$ cat src/rtl/fan_timer_pkg.sv
// Shared definitions for the fan off-timer: FSM state encoding and BCD digit constants.
package fan_timer_pkg;

   typedef enum logic [1:0] {
      S_IDLE  = 2'd0,
      S_RUN   = 2'd1,
      S_PAUSE = 2'd2,
      S_DONE  = 2'd3
   } state_t;

   localparam logic [3:0] BCD_ZERO = 4'd0;
   localparam logic [3:0] BCD_FIVE = 4'd5;
   localparam logic [3:0] BCD_NINE = 4'd9;

endpackage

$ cat src/rtl/fan_timer_bcd_down_digit.sv
// One BCD countdown digit: clear > load > decrement, reloading MAX on borrow.
module bcd_down_digit
   import fan_timer_pkg::*;
#(
   parameter logic [3:0] MAX = BCD_NINE
) (
   input  logic       clk,
   input  logic       reset_p,
   input  logic       dec_en,
   input  logic       load_en,
   input  logic [3:0] load_val,
   input  logic       clear,
   output logic [3:0] digit,
   output logic       borrow_out
);

   assign borrow_out = dec_en && (digit == BCD_ZERO);

   always_ff @(posedge clk or posedge reset_p) begin
      if (reset_p) begin
         digit <= BCD_ZERO;
      end else if (clear) begin
         digit <= BCD_ZERO;
      end else if (load_en) begin
         digit <= load_val;
      end else if (dec_en) begin
         digit <= (digit == BCD_ZERO) ? MAX : digit - 4'd1;
      end
   end

endmodule

$ cat src/rtl/fan_timer_bcd_down.sv
// MM:SS BCD countdown timer for the fan off-timer with load/start/pause/cancel control.
module fan_timer_bcd_down
   import fan_timer_pkg::*;
#(
   parameter logic [3:0] SEC_TENS_MAX = BCD_FIVE,
   parameter logic [3:0] DIGIT_MAX    = BCD_NINE
) (
   input  logic       clk,
   input  logic       reset_p,
   input  logic       tick_1s,
   input  logic       load,
   input  logic [7:0] load_min,
   input  logic [7:0] load_sec,
   input  logic       start,
   input  logic       pause,
   input  logic       cancel,
   output logic [7:0] min_bcd,
   output logic [7:0] sec_bcd,
   output logic       running,
   output logic       done_pulse,
   output logic       expired
);

   function automatic logic [3:0] clamp_digit(input logic [3:0] d, input logic [3:0] mx);
      return (d > mx) ? mx : d;
   endfunction

   state_t     state_q, state_nx;
   logic       clear_en, load_en, dec_en, done_nx;
   logic       count_is_zero, count_is_one;
   logic [3:0] sec_ones, sec_tens, min_ones, min_tens;
   logic       b_sec_ones, b_sec_tens, b_min_ones, unused_borrow;

   assign count_is_zero = ({min_tens, min_ones, sec_tens, sec_ones} == 16'h0000);
   assign count_is_one  = ({min_tens, min_ones, sec_tens, sec_ones} == 16'h0001);

   // Priority: cancel > load > start > pause > tick; an ignored start does not mask lower inputs.
   always_comb begin
      state_nx = state_q;
      clear_en = 1'b0;
      load_en  = 1'b0;
      dec_en   = 1'b0;
      done_nx  = 1'b0;
      if (cancel) begin
         clear_en = 1'b1;
         state_nx = S_IDLE;
      end else if (load) begin
         load_en  = 1'b1;
         state_nx = S_IDLE;
      end else if (start && (state_q == S_IDLE || state_q == S_PAUSE) && !count_is_zero) begin
         state_nx = S_RUN;
      end else if (pause && state_q == S_RUN) begin
         state_nx = S_PAUSE;
      end else if (tick_1s && state_q == S_RUN) begin
         dec_en = 1'b1;
         // The decremented count is 00:00 exactly when the current count is 00:01.
         if (count_is_one) begin
            state_nx = S_DONE;
            done_nx  = 1'b1;
         end
      end
   end

   always_ff @(posedge clk or posedge reset_p) begin
      if (reset_p) begin
         state_q    <= S_IDLE;
         running    <= 1'b0;
         expired    <= 1'b0;
         done_pulse <= 1'b0;
      end else begin
         state_q    <= state_nx;
         running    <= (state_nx == S_RUN);
         expired    <= (state_nx == S_DONE);
         done_pulse <= done_nx;
      end
   end

   bcd_down_digit #(.MAX(DIGIT_MAX)) u_sec_ones (
      .clk(clk), .reset_p(reset_p), .dec_en(dec_en), .load_en(load_en),
      .load_val(clamp_digit(load_sec[3:0], DIGIT_MAX)), .clear(clear_en),
      .digit(sec_ones), .borrow_out(b_sec_ones)
   );

   bcd_down_digit #(.MAX(SEC_TENS_MAX)) u_sec_tens (
      .clk(clk), .reset_p(reset_p), .dec_en(b_sec_ones), .load_en(load_en),
      .load_val(clamp_digit(load_sec[7:4], SEC_TENS_MAX)), .clear(clear_en),
      .digit(sec_tens), .borrow_out(b_sec_tens)
   );

   bcd_down_digit #(.MAX(DIGIT_MAX)) u_min_ones (
      .clk(clk), .reset_p(reset_p), .dec_en(b_sec_tens), .load_en(load_en),
      .load_val(clamp_digit(load_min[3:0], DIGIT_MAX)), .clear(clear_en),
      .digit(min_ones), .borrow_out(b_min_ones)
   );

   // Count is never zero in RUN, so the top digit's borrow never fires.
   bcd_down_digit #(.MAX(DIGIT_MAX)) u_min_tens (
      .clk(clk), .reset_p(reset_p), .dec_en(b_min_ones), .load_en(load_en),
      .load_val(clamp_digit(load_min[7:4], DIGIT_MAX)), .clear(clear_en),
      .digit(min_tens), .borrow_out(unused_borrow)
   );

   assign min_bcd = {min_tens, min_ones};
   assign sec_bcd = {sec_tens, sec_ones};

endmodule

$ cat config.mk
export PLATFORM = sky130hd
export DESIGN_NAME = fan_timer_bcd_down
export DESIGN_NICKNAME = d
export VERILOG_FILES = /design/src/rtl/fan_timer_pkg.sv /design/src/rtl/fan_timer_bcd_down_digit.sv /design/src/rtl/fan_timer_bcd_down.sv
export SDC_FILE = /design/constraint.sdc
export NUM_CORES = 1
export LEC_CHECK = 0
export BUFFER_PORTS_ARGS = -buffer_cell sky130_fd_sc_hd__buf_2
export CAP_MARGIN = 20
export CORE_AREA = 2 2 60 62
export CTS_BUF_LIST = sky130_fd_sc_hd__clkbuf_2 sky130_fd_sc_hd__clkbuf_4 sky130_fd_sc_hd__clkbuf_8
export CTS_CLUSTER_DIAMETER = 80
export DETAILED_ROUTE_END_ITERATION = 8
export DIE_AREA = 0 0 62 64
export PLACE_DENSITY = 0.71
export SYNTH_ARGS = -nofsm -noshare
export SYNTH_HDL_FRONTEND = slang
export SYNTH_SLANG_ARGS = --single-unit
export TNS_END_PERCENT = 5
$ cat constraint.sdc
create_clock -name clk -period 2.6 [get_ports clk]
set_clock_uncertainty 0.15 [all_clocks]
set_input_delay 0.52 -clock clk [delete_from_list [all_inputs] [get_ports clk]]
set_output_delay 0.52 -clock clk [all_outputs]
set_load 0.05 [all_outputs]
# Yosys cells after proc, flatten, opt, wreduce, memory -nomap -nowiden
# Index checks and enable logic that the tools add are counted.
# Widths: inputs -> output; s select.
op_classes:
  n_mul: 0
  div_mod_pow: 0
  n_reduce_logical: 19
  magnitude_cmp: 4
  n_shift: 0
  bitwise: 0
  muxes: 40
  n_eq_ne: 5
  add_sub_neg: 4
op_table:
  columns: ["op", "count"]
  rows:
  - ["$mux 4", 20]
  - ["$eq 16x1->1 const B", 1]
  - ["$logic_not 16->1", 1]
  - ["$logic_not 4->1", 4]
  - ["$sub 4x1->4 const B", 4]
  - ["$mux 1", 14]
  - ["$gt 4x4->1 const B", 3]
  - ["$mux 2", 6]
  - ["$reduce_bool 3->1", 4]
  - ["$logic_and 1x1->1", 7]
  - ["$eq 2x1->1 const B", 2]
  - ["$eq 2x2->1 const B", 2]
  - ["$gt 4x3->1 const B", 1]
  - ["$logic_not 2->1", 1]
  - ["$logic_not 1->1", 1]
  - ["$logic_or 1x1->1", 1]
word_totals:
  latchBits: 0
  mem_count: 0
  ramBits: 0
  register_bits: 21
  romBits: 0
  word_cells: 80
  output_inout_bits: 19
  in_bits: 23

# Depth between registers and ports, before layout
logic_depth:
  depth_word: 13
  depth_mapped: 6
  depth_no_buf: 6

# Modules after synthesis
# A second synthesis with hierarchy kept.
hier_totals:
  hier_cells: 159
  hier_area_um2: 1422.6
modules_own_cells:
  columns: ["mod", "area_per_inst_um2", "seq_area_each_um2", "cells_each", "n_inst"]
  rows:
  - ["bcd_down_digit at u_min_ones ...", 249.0, 100.1, 27, 3]
  - ["fan_timer_bcd_down", 434.2, 125.1, 52, 1]
  - ["bcd_down_digit at u_sec_tens", 241.5, 100.1, 26, 1]

# Least setup slack after synthesis
# Ideal clock, no wire load.
synth_path:
  path_type: "register to register"
  start: "reg u_min_tens.digit[0]"
  end: "reg expired"
  t_required_ps: 2363
  path_stages_with_launch: 7
  t_arrival_ps: 1941
  synth_period_minus_slack_ps: 2178
  slack_ps: 422
  setup_ps: 87
  n_path_buf: 0
  path_cell_list: "dfrtp_1 inv_1 ha_1 nor3b_1 nand3_1 or3_1 a211oi_2"
synth_between:
  elab_chain_cells: 8
  word_cells_on_any_way: 11
  classes_between: "2 x eq/ne; 6 x mux; 3 x reduce/logical"
synth_rtl:
  columns: ["item", "line_no", "source"]
  rows:
  - ["from (decl)", "fan_timer_bcd_down_digit.sv:13", "output logic [3:0] digit,"]
  - ["from (signal assigned)", "fan_timer_bcd_down_digit.sv:25", "digit <= load_val;"]
  - ["from (signal assigned)", "fan_timer_bcd_down_digit.sv:27", "digit <= (digit == BCD_ZERO) ? MAX : digit - 4'd1;"]
  - ["$eq 16x1->1", "fan_timer_bcd_down.sv:35", "assign count_is_one = ({min_tens, min_ones, sec_tens, sec_ones} == 16'h0001);"]
  - ["$mux 2", "fan_timer_bcd_down.sv:57", "if (count_is_one) begin"]
  - ["$mux 2", "fan_timer_bcd_down.sv:54", "end else if (tick_1s && state_q == S_RUN) begin"]
  - ["$mux 2", "fan_timer_bcd_down.sv:52", "end else if (pause && state_q == S_RUN) begin"]
  - ["$mux 2 *", "fan_timer_bcd_down.sv:50", "end else if (start && (state_q == S_IDLE || state_q == S_PAUSE) && !count_is_zero) begin"]
  - ["$mux 2 *", "fan_timer_bcd_down.sv:47", "end else if (load) begin"]
  - ["$mux 2 *", "fan_timer_bcd_down.sv:44", "if (cancel) begin"]
  - ["$eq 2x2->1 *", "fan_timer_bcd_down.sv:73", "expired <= (state_nx == S_DONE);"]
  - ["to (signal assigned)", "fan_timer_bcd_down.sv:73", null]
  - ["to (decl)", "fan_timer_bcd_down.sv:21", "output logic expired"]
# Mark *: on every way between the ends. The rest lies on a longest branch, timed or not.
# A chain may end at the register's enable or synchronous reset.

# Worst setup path after layout
# Ends and elaborated chain as after synthesis.

==> results summary <==
The initial core utilization came out at 43.3%. The number of global-route vias before repair came out at 1192. Synthesis produced a netlist with a net count of 190. The arrival time of the worst setup path came out at 2.28 ns. The warning count from the yosys run came out at 0. The gate count of the mapped netlist came out at 161.

The clock input transition at the sequential cells of the worst setup and hold paths came out at 0.13 ns. Counting flops with an async set or reset pin after synthesis yields a share of 100%. The run finished with clean final reports. The initial antenna violation count is 0. The count of antenna-violating nets left after detailed routing came out at 0.

The area added between synthesis and finish is 21.3%. Summing over every cut layer, the via total after detailed routing is 1339. Sequential cells burn 43.8% of the power. Leaving out fill and tap cells, the most frequent cells in the layout are sky130_fd_sc_hd__buf_2 (41), sky130_fd_sc_hd__dfrtp_1 (21), sky130_fd_sc_hd__inv_1 (17). For the pin with the worst max-slew slack, the measured transition is 0.794 ns. The flip-flop cell with the highest count after synthesis is sky130_fd_sc_hd__dfrtp_1. In the final design database the tool counted 235 nets. The clock latency on the worst-skew pair is 0.31 ns. Summed over all nets, the switching power comes to 0.000358 W.

The worst hold-check path type is primary input to asynchronous set/reset pin. The post-CTS setup-driven buffer insertion count is 0. The cell area that synthesis handed to floorplanning was 1420 um2. The detailed router finished its first iteration with 36 violations. The total count of max-transition violations in the final report is 0. The global-route wire length before repair came out at 5280 um. The tree is rooted in a sky130_fd_sc_hd__clkbuf_4.

Overall power consumption after layout is estimated at 0.000886 W. After detailed routing, the average wire length per cell comes to 12.9 um. The setup total negative slack is 0 ns.

The count of port buffers added during placement is 41. The mean instance size in the synthesized netlist is 8.83 um2. The area of the core is 3280 um2. In this run the count of I/O pins placed on the die edge is 42.

The die is 64 um tall. The critical path in this run is classified as flip-flop to flip-flop. The post-layout minimum cycle time is 2.20 ns. CTS built an H-tree with a depth of 1. The power density of the placed cells came out at 514 nW/um2. STA classifies the critical path endpoint as a flip-flop. The final critical-path share of the clock period came out at 84.5%. The leakage power figure is 0.827 nW.

The flip-flop and latch count after synthesis is 21. The number of cells on the worst reg-to-reg path is 6. The max-capacitance violation count came out at 0. Using the TritonRoute via totals, the vias-per-cell ratio works out to 5.33. The final-report setup violation count is 0. The total track usage is 17.1%.

The number of endpoints with negative hold slack in the final report was 0. The number of antenna diodes in the final layout is 0. The switching share of total power came out at 40.5%. The count of cell types in the netlist came out at 46. Across the VDD grid, the largest voltage drop is 0.208 mV. The hold-fix buffer count after cts is 0. The worst slew slack as a fraction of its limit came out at 47.0%.

The full die area is 3970 um2. The count of instances resized after the clock tree is built came out at 0. The clock passes through at most 2 buffers.

The number of CTS-inserted buffers is 3. The number of cell rows is 21. The clock net in this run drives a total of 21 sinks. The internal portion of the total power is 0.000528 W. The fraction of layout cells with a size suffix above 1 came out at 28.8%. The x dimension of the die is 62 um. The routability congestion estimate came out at 0.815. The overall overflow remaining after global route came out at 0.

The worst setup path is launched from a flip-flop. The maximum number of pins on one net before global-route repair is 23. After detailed routing, the total wire length is 3250 um.

The share of total power dissipated in combinational logic is 37.7%. The maximum fanout along the worst path came out at 5. For the worst setup path, the data required time is 2.68 ns. After detailed routing, the number of remaining DRC violations is 0. The peak clock frequency supported by timing is 0.455 GHz. The pre-antenna-repair detailed-routing pass consisted of 4 iterations. The share of synthesized area occupied by flip-flops and latches is 37.0%. Once detailed placement completed, the half-perimeter wirelength came to 2490 um. TritonCTS built the clock tree. Yosys mapped a number of flops with a built-in enable equal to 0.

The clock network accounts for 18.5% of the total power. Leaving out fill and tap cells, the most frequent cell in the layout is sky130_fd_sc_hd__buf_2. Setup repair after global routing left no endpoint under its margin.
==> flip-flops by register name, summed over array words and instances (netlist names) <==
| name | count |
|---|---|
| u_min_tens.digit | 4 |
| u_sec_tens.digit | 4 |
| expired | 1 |
| state_q | 2 |
| done_pulse | 1 |
| u_min_ones.digit | 4 |
| running | 1 |
| u_sec_ones.digit | 4 |
==> power groups by stage <==
stage	Clock [W]	Combinational, W	Sequential [W]
2_1_floorplan	0	0.000156	0.000479
3_3_place_gp	0	0.000334	0.000395
3_5_place_dp	0	0.000335	0.000395
4_1_cts	0.000165	0.000336	0.000388
5_1_grt	0.000177	0.000367	0.000393
6_report	0.000164	0.000334	0.000388
==> layer usage <==
layer | vias to the layer above | wire length, um | GRT usage (%)
met5 | - | 0 | 0
met4 | 0 | 49 | 4.79
met3 | 6 | 136 | 2.43
met2 | 42 | 1480 | 26.0
met1 | 610 | 1580 | 24.7
li1 | 681 | - | -
==> cells in the mapped netlist, types with 2 or more instances <==
cell	n	area [um2]
sky130_fd_sc_hd__mux2i_1	2	20.0
sky130_fd_sc_hd__nand2_1	8	30.0
sky130_fd_sc_hd__nand2b_1	3	18.8
sky130_fd_sc_hd__ha_1	6	75.1
sky130_fd_sc_hd__and3_1	2	12.5
sky130_fd_sc_hd__or2_2	2	12.5
sky130_fd_sc_hd__o21bai_1	2	15.0
sky130_fd_sc_hd__and3b_1	3	26.3
sky130_fd_sc_hd__a22oi_1	2	15.0
sky130_fd_sc_hd__nor3_1	6	30.0
sky130_fd_sc_hd__o211ai_1	2	15.0
sky130_fd_sc_hd__nand3_1	7	35.0
sky130_fd_sc_hd__a21oi_1	10	50.1
sky130_fd_sc_hd__nor3b_2	2	25.0
sky130_fd_sc_hd__inv_1	17	63.8
sky130_fd_sc_hd__a211oi_1	3	22.5
sky130_fd_sc_hd__nor2_1	8	30.0
sky130_fd_sc_hd__o21a_1	3	22.5
sky130_fd_sc_hd__nor3b_1	3	22.5
sky130_fd_sc_hd__dfrtp_1	21	526
sky130_fd_sc_hd__buf_2	2	10.0
sky130_fd_sc_hd__clkbuf_1	3	11.3
sky130_fd_sc_hd__o21ai_0	13	65.1
sky130_fd_sc_hd__nor2b_1	3	18.8
sky130_fd_sc_hd__o31ai_1	4	30.0
sky130_fd_sc_hd__a31oi_1	4	25.0
==> path summary, 6_finish.rpt <==
check,slack [ns],end,from
worst min register to register,0.41,u_sec_ones.digit[1]$_DFFE_PP0P_,u_sec_ones.digit[1]$_DFFE_PP0P_
worst max-delay path,0.40,expired$_DFF_PP0_,u_min_tens.digit[0]$_DFFE_PP0P_
worst max register to register,0.40,expired$_DFF_PP0_,u_min_tens.digit[0]$_DFFE_PP0P_
max in group asynchronous,1.62,state_q[1]$_DFF_PP0_,reset_p
worst min-delay path,0.18,u_sec_tens.digit[1]$_DFFE_PP0P_,reset_p
min in group clk,0.30,u_sec_tens.digit[1]$_DFFE_PP0P_,load_sec[5]
==> worst max-delay path, stage by stage (launching register included) <==
cell                       delay [ns]
sky130_fd_sc_hd__dfrtp_1         0.44
sky130_fd_sc_hd__inv_1           0.10
sky130_fd_sc_hd__ha_1            0.20
sky130_fd_sc_hd__nor3b_1         0.38
sky130_fd_sc_hd__nand3_1         0.21
sky130_fd_sc_hd__or3_1           0.43
sky130_fd_sc_hd__a211oi_2        0.22
==> cells by family (layout without fill, tap and decap cells) <==
logic type	after synthesis	after routing	share of synthesized area [%]
compound gates	55	55	26.6
simple gates	52	52	22.1
buf+inv	23	67	6.25
flops	21	21	37.0
fa+ha+maj	6	6	5.28
mux	3	3	2.20
xor+xnor	1	1	0.616
==> cell type report <==
type,instances,area (um2)
sequential,21,526
tap,46,57.6
clock buffer,3,22.5
inverter,17,63.8
fill,322,1560
multi-input combinational,117,807
timing repair buffer,46,243
clock inverter,1,5.00
==> metrics by stage <==
| step | hold slack [ns] | util (%) | setup WS (ns) | area [um2] | instances |
|---|---|---|---|---|---|
| floorplan | 0.347 | - | 0.422 | 1420 | 161 |
| global placement | 0.389 | 51.7 | 0.398 | 1700 | 247 |
| detailed placement | 0.389 | 51.7 | 0.391 | 1700 | 247 |
| CTS | 0.220 | 52.5 | 0.402 | 1720 | 251 |
| global route | 0.262 | 52.5 | 0.206 | 1720 | 251 |
| finish | 0.179 | 52.5 | 0.402 | 1720 | 251 |
Note: power is estimated with default switching activity, not from simulation.
